<file path="src/rtl/mr_pkg.sv">
// Shared types and widths for the mr execute stage and its iterative shifter.
package mr_pkg;

    localparam int XLEN        = 32;
    localparam int SHAMT_BITS  = 5;
    localparam int ALU_OP_BITS = 4;
    localparam int MEM_OP_BITS = 2;
    localparam int MEM_SZ_BITS = 2;
    localparam int REGSEL_BITS = 5;

    localparam logic [MEM_OP_BITS-1:0] MEMOP_NONE  = 2'd0;
    localparam logic [MEM_OP_BITS-1:0] MEMOP_LOAD  = 2'd1;
    localparam logic [MEM_OP_BITS-1:0] MEMOP_STORE = 2'd2;

    typedef enum logic [ALU_OP_BITS-1:0] {
        ALU_ADD   = 4'd0,
        ALU_SUB   = 4'd1,
        ALU_AND   = 4'd2,
        ALU_OR    = 4'd3,
        ALU_XOR   = 4'd4,
        ALU_SLT   = 4'd5,
        ALU_SLTU  = 4'd6,
        ALU_PASSB = 4'd7,
        ALU_SLL   = 4'd8,
        ALU_SRL   = 4'd9,
        ALU_SRA   = 4'd10
    } alu_op_e;

    typedef enum logic {
        IDLE  = 1'b0,
        SHIFT = 1'b1
    } ex_state_e;

    typedef enum logic [1:0] {
        SH_SLL = 2'd0,
        SH_SRL = 2'd1,
        SH_SRA = 2'd2
    } shift_kind_e;

    function automatic logic is_shift_op(input alu_op_e op);
        return (op == ALU_SLL) || (op == ALU_SRL) || (op == ALU_SRA);
    endfunction

    function automatic shift_kind_e to_shift_kind(input alu_op_e op);
        case (op)
            ALU_SRL: return SH_SRL;
            ALU_SRA: return SH_SRA;
            default: return SH_SLL;
        endcase
    endfunction

endpackage

</file>
<file path="src/rtl/mr_shift_iter.sv">
// One-bit-per-cycle shifter: loaded on start, steps while active, and freezes on its
// last step if the consumer cannot take the result yet.
module mr_shift_iter
    import mr_pkg::*;
(
    input  logic                  clk,
    input  logic                  rst,
    input  logic                  start,
    input  logic                  active,
    input  logic                  stall,
    input  shift_kind_e           kind_i,
    input  logic [XLEN-1:0]       op_a_i,
    input  logic [SHAMT_BITS-1:0] shamt_i,
    output logic                  done_o,
    output logic [XLEN-1:0]       result_o
);

    logic [XLEN-1:0]       acc_q;
    logic [SHAMT_BITS-1:0] cnt_q;
    shift_kind_e           kind_q;
    logic [XLEN-1:0]       step;
    logic                  last;

    always_comb begin
        step = acc_q;
        case (kind_q)
            SH_SLL:  step = acc_q << 1;
            SH_SRL:  step = acc_q >> 1;
            SH_SRA:  step = {acc_q[XLEN-1], acc_q[XLEN-1:1]};
            default: step = acc_q;
        endcase
    end

    assign last     = (cnt_q == SHAMT_BITS'(1));
    assign done_o   = active && last && !stall;
    assign result_o = step;

    // The final step is held back while stalled so the finished value is not lost.
    always_ff @(posedge clk or negedge rst) begin
        if (!rst) begin
            acc_q  <= '0;
            cnt_q  <= '0;
            kind_q <= SH_SLL;
        end else if (start) begin
            acc_q  <= op_a_i;
            cnt_q  <= shamt_i;
            kind_q <= kind_i;
        end else if (active && !(last && stall)) begin
            acc_q <= step;
            cnt_q <= cnt_q - SHAMT_BITS'(1);
        end
    end

endmodule

</file>
<file path="src/rtl/mr_ex.sv">
// Execute stage: ALU / address generation, shift sequencing FSM and one registered
// output slot toward mr_ldst.
module mr_ex
    import mr_pkg::*;
(
    input  logic                   clk,
    input  logic                   rst,
    input  logic                   de_valid_i,
    output logic                   de_ready_o,
    input  alu_op_e                de_alu_op_i,
    input  logic [XLEN-1:0]        de_op_a_i,
    input  logic [XLEN-1:0]        de_op_b_i,
    input  logic [MEM_OP_BITS-1:0] de_mem_op_i,
    input  logic [MEM_SZ_BITS-1:0] de_mem_size_i,
    input  logic                   de_signed_i,
    input  logic [XLEN-1:0]        de_store_i,
    input  logic [REGSEL_BITS-1:0] de_dst_reg_i,
    output logic [MEM_OP_BITS-1:0] ex_op_o,
    output logic [MEM_SZ_BITS-1:0] ex_size_o,
    output logic                   ex_signed_o,
    output logic [XLEN-1:0]        ex_addr_o,
    output logic [XLEN-1:0]        ex_payload_o,
    output logic [REGSEL_BITS-1:0] ex_dst_reg_o,
    output logic                   ex_valid_o,
    input  logic                   ex_ready_i,
    output ex_state_e              dbg_state_o
);

    // Handshakes: a transfer happens on a rising edge where valid and ready are both high;
    // valid never waits on ready, and the slot holds its data while valid && !ready.

    ex_state_e             state_q, state_d;
    logic                  slot_free;
    logic                  accept;
    logic                  shift_op;
    logic [SHAMT_BITS-1:0] shamt;
    logic                  start_shift;
    logic                  load_direct;
    logic                  sh_done;
    logic [XLEN-1:0]       sh_result;
    logic [XLEN-1:0]       alu_res;
    logic [REGSEL_BITS-1:0] sh_dst_q;

    assign slot_free   = !ex_valid_o || ex_ready_i;
    assign de_ready_o  = (state_q == IDLE) && slot_free;
    assign accept      = de_valid_i && de_ready_o;
    assign shift_op    = (de_mem_op_i == MEMOP_NONE) && is_shift_op(de_alu_op_i);
    assign shamt       = de_op_b_i[SHAMT_BITS-1:0];
    assign start_shift = accept && shift_op && (shamt != '0);
    assign load_direct = accept && !start_shift;
    assign dbg_state_o = state_q;

    // Memory ops always add; shifts report op_a here, used only for a zero shift amount.
    always_comb begin
        alu_res = '0;
        if (de_mem_op_i != MEMOP_NONE) begin
            alu_res = de_op_a_i + de_op_b_i;
        end else begin
            case (de_alu_op_i)
                ALU_ADD:   alu_res = de_op_a_i + de_op_b_i;
                ALU_SUB:   alu_res = de_op_a_i - de_op_b_i;
                ALU_AND:   alu_res = de_op_a_i & de_op_b_i;
                ALU_OR:    alu_res = de_op_a_i | de_op_b_i;
                ALU_XOR:   alu_res = de_op_a_i ^ de_op_b_i;
                ALU_SLT:   alu_res = {{(XLEN-1){1'b0}}, ($signed(de_op_a_i) < $signed(de_op_b_i))};
                ALU_SLTU:  alu_res = {{(XLEN-1){1'b0}}, (de_op_a_i < de_op_b_i)};
                ALU_PASSB: alu_res = de_op_b_i;
                ALU_SLL, ALU_SRL, ALU_SRA: alu_res = de_op_a_i;
                default:   alu_res = '0;
            endcase
        end
    end

    mr_shift_iter u_shift (
        .clk      (clk),
        .rst      (rst),
        .start    (start_shift),
        .active   (state_q == SHIFT),
        .stall    (!slot_free),
        .kind_i   (to_shift_kind(de_alu_op_i)),
        .op_a_i   (de_op_a_i),
        .shamt_i  (shamt),
        .done_o   (sh_done),
        .result_o (sh_result)
    );

    always_comb begin
        state_d = state_q;
        case (state_q)
            IDLE:    if (start_shift) state_d = SHIFT;
            SHIFT:   if (sh_done)     state_d = IDLE;
            default: state_d = IDLE;
        endcase
    end

    always_ff @(posedge clk or negedge rst) begin
        if (!rst) begin
            state_q  <= IDLE;
            sh_dst_q <= '0;
        end else begin
            state_q <= state_d;
            if (start_shift) sh_dst_q <= de_dst_reg_i;
        end
    end

    always_ff @(posedge clk or negedge rst) begin
        if (!rst) begin
            ex_valid_o   <= 1'b0;
            ex_op_o      <= '0;
            ex_size_o    <= '0;
            ex_signed_o  <= 1'b0;
            ex_addr_o    <= '0;
            ex_payload_o <= '0;
            ex_dst_reg_o <= '0;
        end else if (load_direct) begin
            ex_valid_o   <= 1'b1;
            ex_op_o      <= de_mem_op_i;
            ex_size_o    <= de_mem_size_i;
            ex_signed_o  <= de_signed_i;
            ex_addr_o    <= alu_res;
            ex_payload_o <= (de_mem_op_i != MEMOP_NONE) ? de_store_i : '0;
            ex_dst_reg_o <= de_dst_reg_i;
        end else if (sh_done) begin
            ex_valid_o   <= 1'b1;
            ex_op_o      <= MEMOP_NONE;
            ex_size_o    <= '0;
            ex_signed_o  <= 1'b0;
            ex_addr_o    <= sh_result;
            ex_payload_o <= '0;
            ex_dst_reg_o <= sh_dst_q;
        end else if (ex_ready_i) begin
            ex_valid_o <= 1'b0;
        end
    end

endmodule
</file>
<file path="config.mk">
export PLATFORM = sky130hd
export DESIGN_NAME = mr_ex
export DESIGN_NICKNAME = d
export VERILOG_FILES = /design/src/rtl/mr_pkg.sv /design/src/rtl/mr_shift_iter.sv /design/src/rtl/mr_ex.sv
export SDC_FILE = /design/constraint.sdc
export NUM_CORES = 1
export LEC_CHECK = 0
export BUFFER_PORTS_ARGS = -buffer_cell sky130_fd_sc_hd__buf_2
export CAP_MARGIN = 30
export CORE_ASPECT_RATIO = 2
export CORE_MARGIN = 5
export CORE_UTILIZATION = 62
export DETAILED_ROUTE_END_ITERATION = 10
export PLACE_DENSITY = 0.85
export SYNTH_ARGS = -nofsm -noshare
export SYNTH_HDL_FRONTEND = slang
export SYNTH_SLANG_ARGS = --single-unit
</file>
<file path="constraint.sdc">
create_clock -name clk -period 4.4 [get_ports clk]
set_input_delay 0.66 -clock clk [delete_from_list [all_inputs] [get_ports clk]]
set_output_delay 0.66 -clock clk [all_outputs]
set_load 0.005 [all_outputs]
</file>
==> results of run 1 <==
==> final timing paths <==
path / from / endpoint / slack (ns) / cells after the start
max in group asynchronous: rst / ex_op_o[1] / 3.07 / 2
min in group clk: de_mem_size_i[1] / ex_size_o[1] / 0.43 / 3
max: de_op_b_i[0] / ex_addr_o[20] / 0.66 / 12
min: rst / ex_payload_o[4] / 0.39 / 1
min reg2reg: ex_dst_reg_o[2] / ex_dst_reg_o[2] / 0.47 / 2
max reg2reg: u_shift.cnt_q[1] / ex_addr_o[14] / 1.36 / 8
==> layer usage <==
metal  global-route usage  routed length [um]
met1                0.467               16400
met2                0.744               23800
met3               0.0681                4260
met4                0.308                4010
met5                    0                   0
==> Yosys cell counts (13+ instances only) <==
cell / instances
o21ai_0: 92
o221a_2: 33
buf_2: 18
nor2_1: 145
xnor2_1: 35
nand2b_1: 15
mux2_2: 15
a22o_1: 36
o21bai_1: 13
inv_1: 103
nand3_1: 21
ha_1: 98
mux2i_1: 18
o21ai_1: 14
o211ai_1: 36
nor3_1: 42
clkbuf_1: 76
a21oi_1: 161
dfrtp_1: 120
nand2_1: 158
a221oi_1: 21
a22oi_1: 19
==> registers in the layout, indices dropped and copies added (netlist names) <==
signal,cells
sh_dst_q,5
ex_op_o,2
dbg_state_o,1
ex_payload_o,32
ex_valid_o,1
ex_addr_o,32
ex_dst_reg_o,5
u_shift.kind_q,2
ex_signed_o,1
u_shift.acc_q,32
ex_size_o,2
u_shift.cnt_q,5
==> power by group <==
part	switching [mW]	total, mW	internal (mW)
combinational	1.52	2.61	1.09
clock	0.522	1.52	1.00
sequential	0.377	1.90	1.52
total	2.42	6.03	3.61
==> stage by stage <==
step | util | instance area [sq um] | hold slack [ns] | cells
after floorplan | - | 11900 | 0.364 | 1524
after global placement | 0.691 | 13100 | 0.456 | 1902
after detailed placement | 0.691 | 13100 | 0.459 | 1902
after CTS | 0.724 | 13700 | 0.410 | 1933
after global routing | 0.724 | 13700 | 0.436 | 1934
final | 0.724 | 13700 | 0.386 | 1934
==> cell families after synthesis <==
group	share of synthesized area
flip-flops	0.252
adder cells (fa/ha/maj)	0.106
AO/OA/AOI/OAI	0.349
multiplexers	0.0293
XOR/XNOR	0.0279
buffers and inverters	0.0721
AND/OR/NAND/NOR	0.164
==> final cells by class <==
cell class,count,area [sq um]
antenna,1,2.50
clock buffer,23,488
clock inverter,8,143
fill,1529,5210
inverter,107,402
multi-input combinational,1190,8100
sequential,120,3010
tap,255,319
timing repair buffer,230,1250
==> results.txt, run 1 <==
drt wl/cell - 25.0 um
crit start category - primary input
cts repair resizes - 0
Synth Cell Area - 0.0119 sq mm
CTS max path bufs - 2
synth warn - 0
Final WS setup - 0.658 ns
antenna violations before repair - 1
detailed-route wire length - 48400 um
die footprint - 0.0223 sq mm
most common cell after layout, fill and taps aside - buf_2
largest cells by area after synthesis - dfrtp_1 (25%), ha_1 (10%), a21oi_1 (6.8%), nand2_1 (5.0%), nor2_1 (4.6%)
Port Buffers - 190
total grt overflow - 0
DR pass1 iterations - 7
critical path's top delay family - compound AO/OA/AOI/OAI gates
Final Cycle Share - 0.851
max_slew headroom - 0.289
Num Clock Sinks - 120
worst path cell trace - buf_2 -> ha_1 -> fa_1 -> a211oi_2 -> o211ai_1 -> a311o_1 -> a21oi_2 -> o21ai_1 -> xnor2_1 -> o21ai_0 -> a221oi_1 -> o221ai_1
Post-layout nets - 1880
Fin Clk Skew - 0.00752 ns
Vias - 13.3k
number of DRC markers in iteration 0 - 1432
DR vias/cell - 6.89
Core ar. - 0.0189 sq mm
worst hold path class - in -> async
Syn Area/Cell - 7.82 sq um
count of pins over their slew limit - 0
top-level port count - 191
RSZ-0062 raised after global routing - no
via count of the first global-routing pass - 13.0k
outcome - completed
largest fanout on the critical path - 6
Clock transition at path regs - 0.06 ns
Max-Cap Viols - 0
area grow syn2layout - 15.0%
CP endpoint kind - flip-flop
drt drc - 0
GRT Util Overall - 0.429
fmax - 0.267 GHz
Peak VDD IR - 380 uV
share of the synthesized area in the top cell type - 0.252
clk root buf - clkbuf_16
Worst-Skew Late Latency - 0.43 ns
most frequent cells in the layout - buf_2 (189), a21oi_1 (159), nand2_1 (158)
detailed-placement wirelength estimate - 36400 um
LEAKAGE - 6.13 nW
Data arrival, critical path - 4.01 ns
final-report setup violation count - 0
Synth Net Count - 1738
crit-path max cell delay - 0.51 ns
final hold violations - 0
gpl congestion - 1.11
register bit total from synthesis - 120
largest net degree at the start of global routing - 72
Hold Buf Count CTS - 0
gate count after technology mapping - 1524
dpl ws - 0.367 ns
Async S/R FF share, synth - 1.00
Post-synth EDFFs - 0
Setup CP Type - in -> reg
Critical-path top delay cell - fa_1
layout cells sized above 1 - 0.217
initial core utilization - 0.630
Req. time, crit path - 4.67 ns
Antenna Nets Post-Route - 0
Max H-tree Level - 4
global-route wire length before repair - 73000 um
FP Rows - 71
CTS tree - done
Pwr Density - 440 mW/mm^2
Synth cell types - 92
CTS buffer count - 17
Post-CTS Setup Bufs - 0
post-synth top area cell - dfrtp_1
Worst Path Buf+Inv - 1
Least-Margin Pin Slew - 1.07 ns
Die Span Y - 206 um
Seq/Total Area, Yosys - 0.252
Top FF cell, synth - dfrtp_1
PnR Total Power - 6.03 mW
setup TNS - 0 ns
Die Width - 108 um
Final min period - 3.74 ns
No activity file was read; power rests on OpenSTA's default activity.
==> inputs of run 2 (changes only) <==
==> constraint.sdc (replaced) <==
create_clock -name clk -period 4.7 [get_ports clk]
set_input_delay 0.705 -clock clk [delete_from_list [all_inputs] [get_ports clk]]
set_output_delay 0.705 -clock clk [all_outputs]
set_load 0.005 [all_outputs]
==> run 2 against run 1 <==
Die area did not move. Total power decreased by 5.2%. Sequential cell count did not move. Count of clock-buffer cells in the layout shrank 6. Largest cell class unchanged. Largest power group unchanged.
==> results.txt, run 2 (synthesis gave the netlist of run 1 again) <==
outcome - completed
Die Span Y - 206 um (unchanged)
final instance area - 0.0137 sq mm (+0.16%)
Layout Utilization - 0.726 (+0.00119)
Antenna Nets Post-Route - 0 (unchanged)
Core ar. - 0.0189 sq mm (unchanged)
total grt overflow - 0 (unchanged)
Post-layout nets - 1877 (-0.16%)
crit-path max cell delay - 0.57 ns (+0.06 ns)
cell repeated most along the worst path - o311ai_0
biggest regs - ex_addr_o x32, ex_payload_o x32, u_shift.acc_q x32
Final Non-Filler Cells - 1933 (-0.052%)
final hold violations - 0 (unchanged)
CTS buffer count - 17 (unchanged)
max_slew headroom - 0.330 (+0.0405)
FF-to-FF path depth - 10 (+2)
Worst-Skew Late Latency - 0.43 ns (about the same)
Post-DP Area - 0.0130 sq mm (-0.29%)
Clock transition at path regs - 0.06 ns (about the same)
fmax - 0.268 GHz
detailed-route wire length - 50200 um (+3.6%)
Least-Margin Pin Slew - 1.00 ns (-0.0662 ns)
Max-Cap Viols - 0 (unchanged)
Port Buffers - 190 (unchanged)
Req. time, crit path - 5.02 ns (+0.35 ns)
top-level port count - 191 (unchanged)
Fin Clk Skew - 0.00893 ns (+0.00141 ns)
gpl congestion - 1.09 (-1.6%)
area grow syn2layout - 15.2%
critical path's top delay family - compound AO/OA/AOI/OAI gates
cts repair resizes - 0 (unchanged)
Cell Count Post-Placement - 1897 (-0.26%)
Setup CP Type - in -> reg
final-report setup violation count - 0 (unchanged)
initial core utilization - 0.630 (unchanged)
Die Width - 108 um (unchanged)
layout cells sized above 1 - 0.217 (+0.000259)
Worst Path Buf+Inv - 2 (+1)
worst path cell trace - buf_2 -> inv_1 -> ha_1 -> nor2b_1 -> o311ai_0 -> o311ai_0 -> and4_1 -> o21ai_2 -> o211ai_2 -> a21boi_0 -> o21ai_1 -> a222oi_1
Critical Path Stages - 12 (unchanged)
Hold Buf Count CTS - 0 (unchanged)
most frequent cells in the layout - buf_2 (189), a21oi_1 (159), nand2_1 (158)
most common cell after layout, fill and taps aside - buf_2
detailed-placement wirelength estimate - 37400 um (+2.7%)
setup TNS - 0 ns (unchanged)
crit start category - primary input
count of pins over their slew limit - 0 (unchanged)
antenna violations before repair - 4 (+3)
Critical-path top delay cell - ha_1
Post-CTS Setup Bufs - 0 (unchanged)
Vias - 13.6k (+2.2%)
RSZ-0062 raised after global routing - no
via count of the first global-routing pass - 13.3k (+2.4%)
Pwr Density - 416 mW/mm^2 (-5.4%)
Final min period - 3.73 ns
global-route wire length before repair - 74800 um (+2.4%)
CP endpoint kind - flip-flop
clk root buf - clkbuf_16
Final Cycle Share - 0.795
Peak VDD IR - 308 uV (-19%)
drt drc - 0 (unchanged)
Num Clock Sinks - 120 (unchanged)
Max H-tree Level - 4 (unchanged)
largest fanout on the critical path - 13 (+7)
DR vias/cell - 7.05 (+2.2%)
CTS max path bufs - 2 (unchanged)
GRT Util Overall - 0.440 (+0.0110)
worst hold path class - in -> async
CTS tree - done
FP Rows - 71 (unchanged)
Data arrival, critical path - 4.06 ns (+0.05 ns)
largest net degree at the start of global routing - 76 (+5.6%)
drt wl/cell - 26.0 um (+3.7%)
number of DRC markers in iteration 0 - 1649 (+15%)
DR pass1 iterations - 9 (+2)
LEAKAGE - 6.13 nW (about the same)
die footprint - 0.0223 sq mm (unchanged)
-- run 2: changes by cell type in the layout (fill, tap and decap cells not counted), moves of 2 or more --
cell,delta
clkbuf_1,-2
clkinv_4,+5
buf_4,-5
clkinv_2,-2
inv_6,+4
clkbuf_8,-4
-- run 2: power breakdown --
part / internal [mW] / leakage (nW) / switching, mW / total [mW]
combinational: 1.02 / 4.41 / 1.47 / 2.49
sequential: 1.42 / 1.41 / 0.355 / 1.78
clock: 0.900 / 0.315 / 0.548 / 1.45
total: 3.34 / 6.13 / 2.38 / 5.72
-- run 2: per-stage QoR --
stage               hold WS, ns  power [mW]  worst slack [ns]
floorplan                 0.409        3.19              1.54
global placement          0.455        4.05             0.745
CTS                       0.455        5.60              1.16
global route             0.0659        5.96             0.895
detailed placement        0.465        4.12             0.778
finish                   0.0721        5.72             0.965
-- run 2: path summary, 6_finish.rpt --
kind	startpoint	to	slack, ns
min reg2reg	ex_dst_reg_o[0]	ex_dst_reg_o[0]	0.48
max reg2reg	u_shift.cnt_q[1]	ex_addr_o[15]	1.47
min in group clk	de_mem_size_i[0]	ex_size_o[0]	0.47
min	rst	ex_payload_o[8]	0.07
max in group asynchronous	rst	ex_payload_o[23]	3.70
max	de_op_a_i[13]	ex_addr_o[30]	0.97
-- run 2: final cells by class --
cell class,instances,area [sq um]
multi-input cells,1190,8100
well taps,255,319
clock buffers,17,425
diodes,2,5.00
repair buffers,227,1260
flip-flops and latches,120,3010
fillers,1541,5190
inverters,107,402
clock inverters,15,215
-- run 2: per-layer routing --
metal | part of all wire | wire length [um] | track usage
met4 | 0.091 | 4580 | 0.323
met2 | 0.48 | 24200 | 0.746
met5 | 0.00056 | 28 | 0
met3 | 0.10 | 5030 | 0.100
met1 | 0.33 | 16300 | 0.472
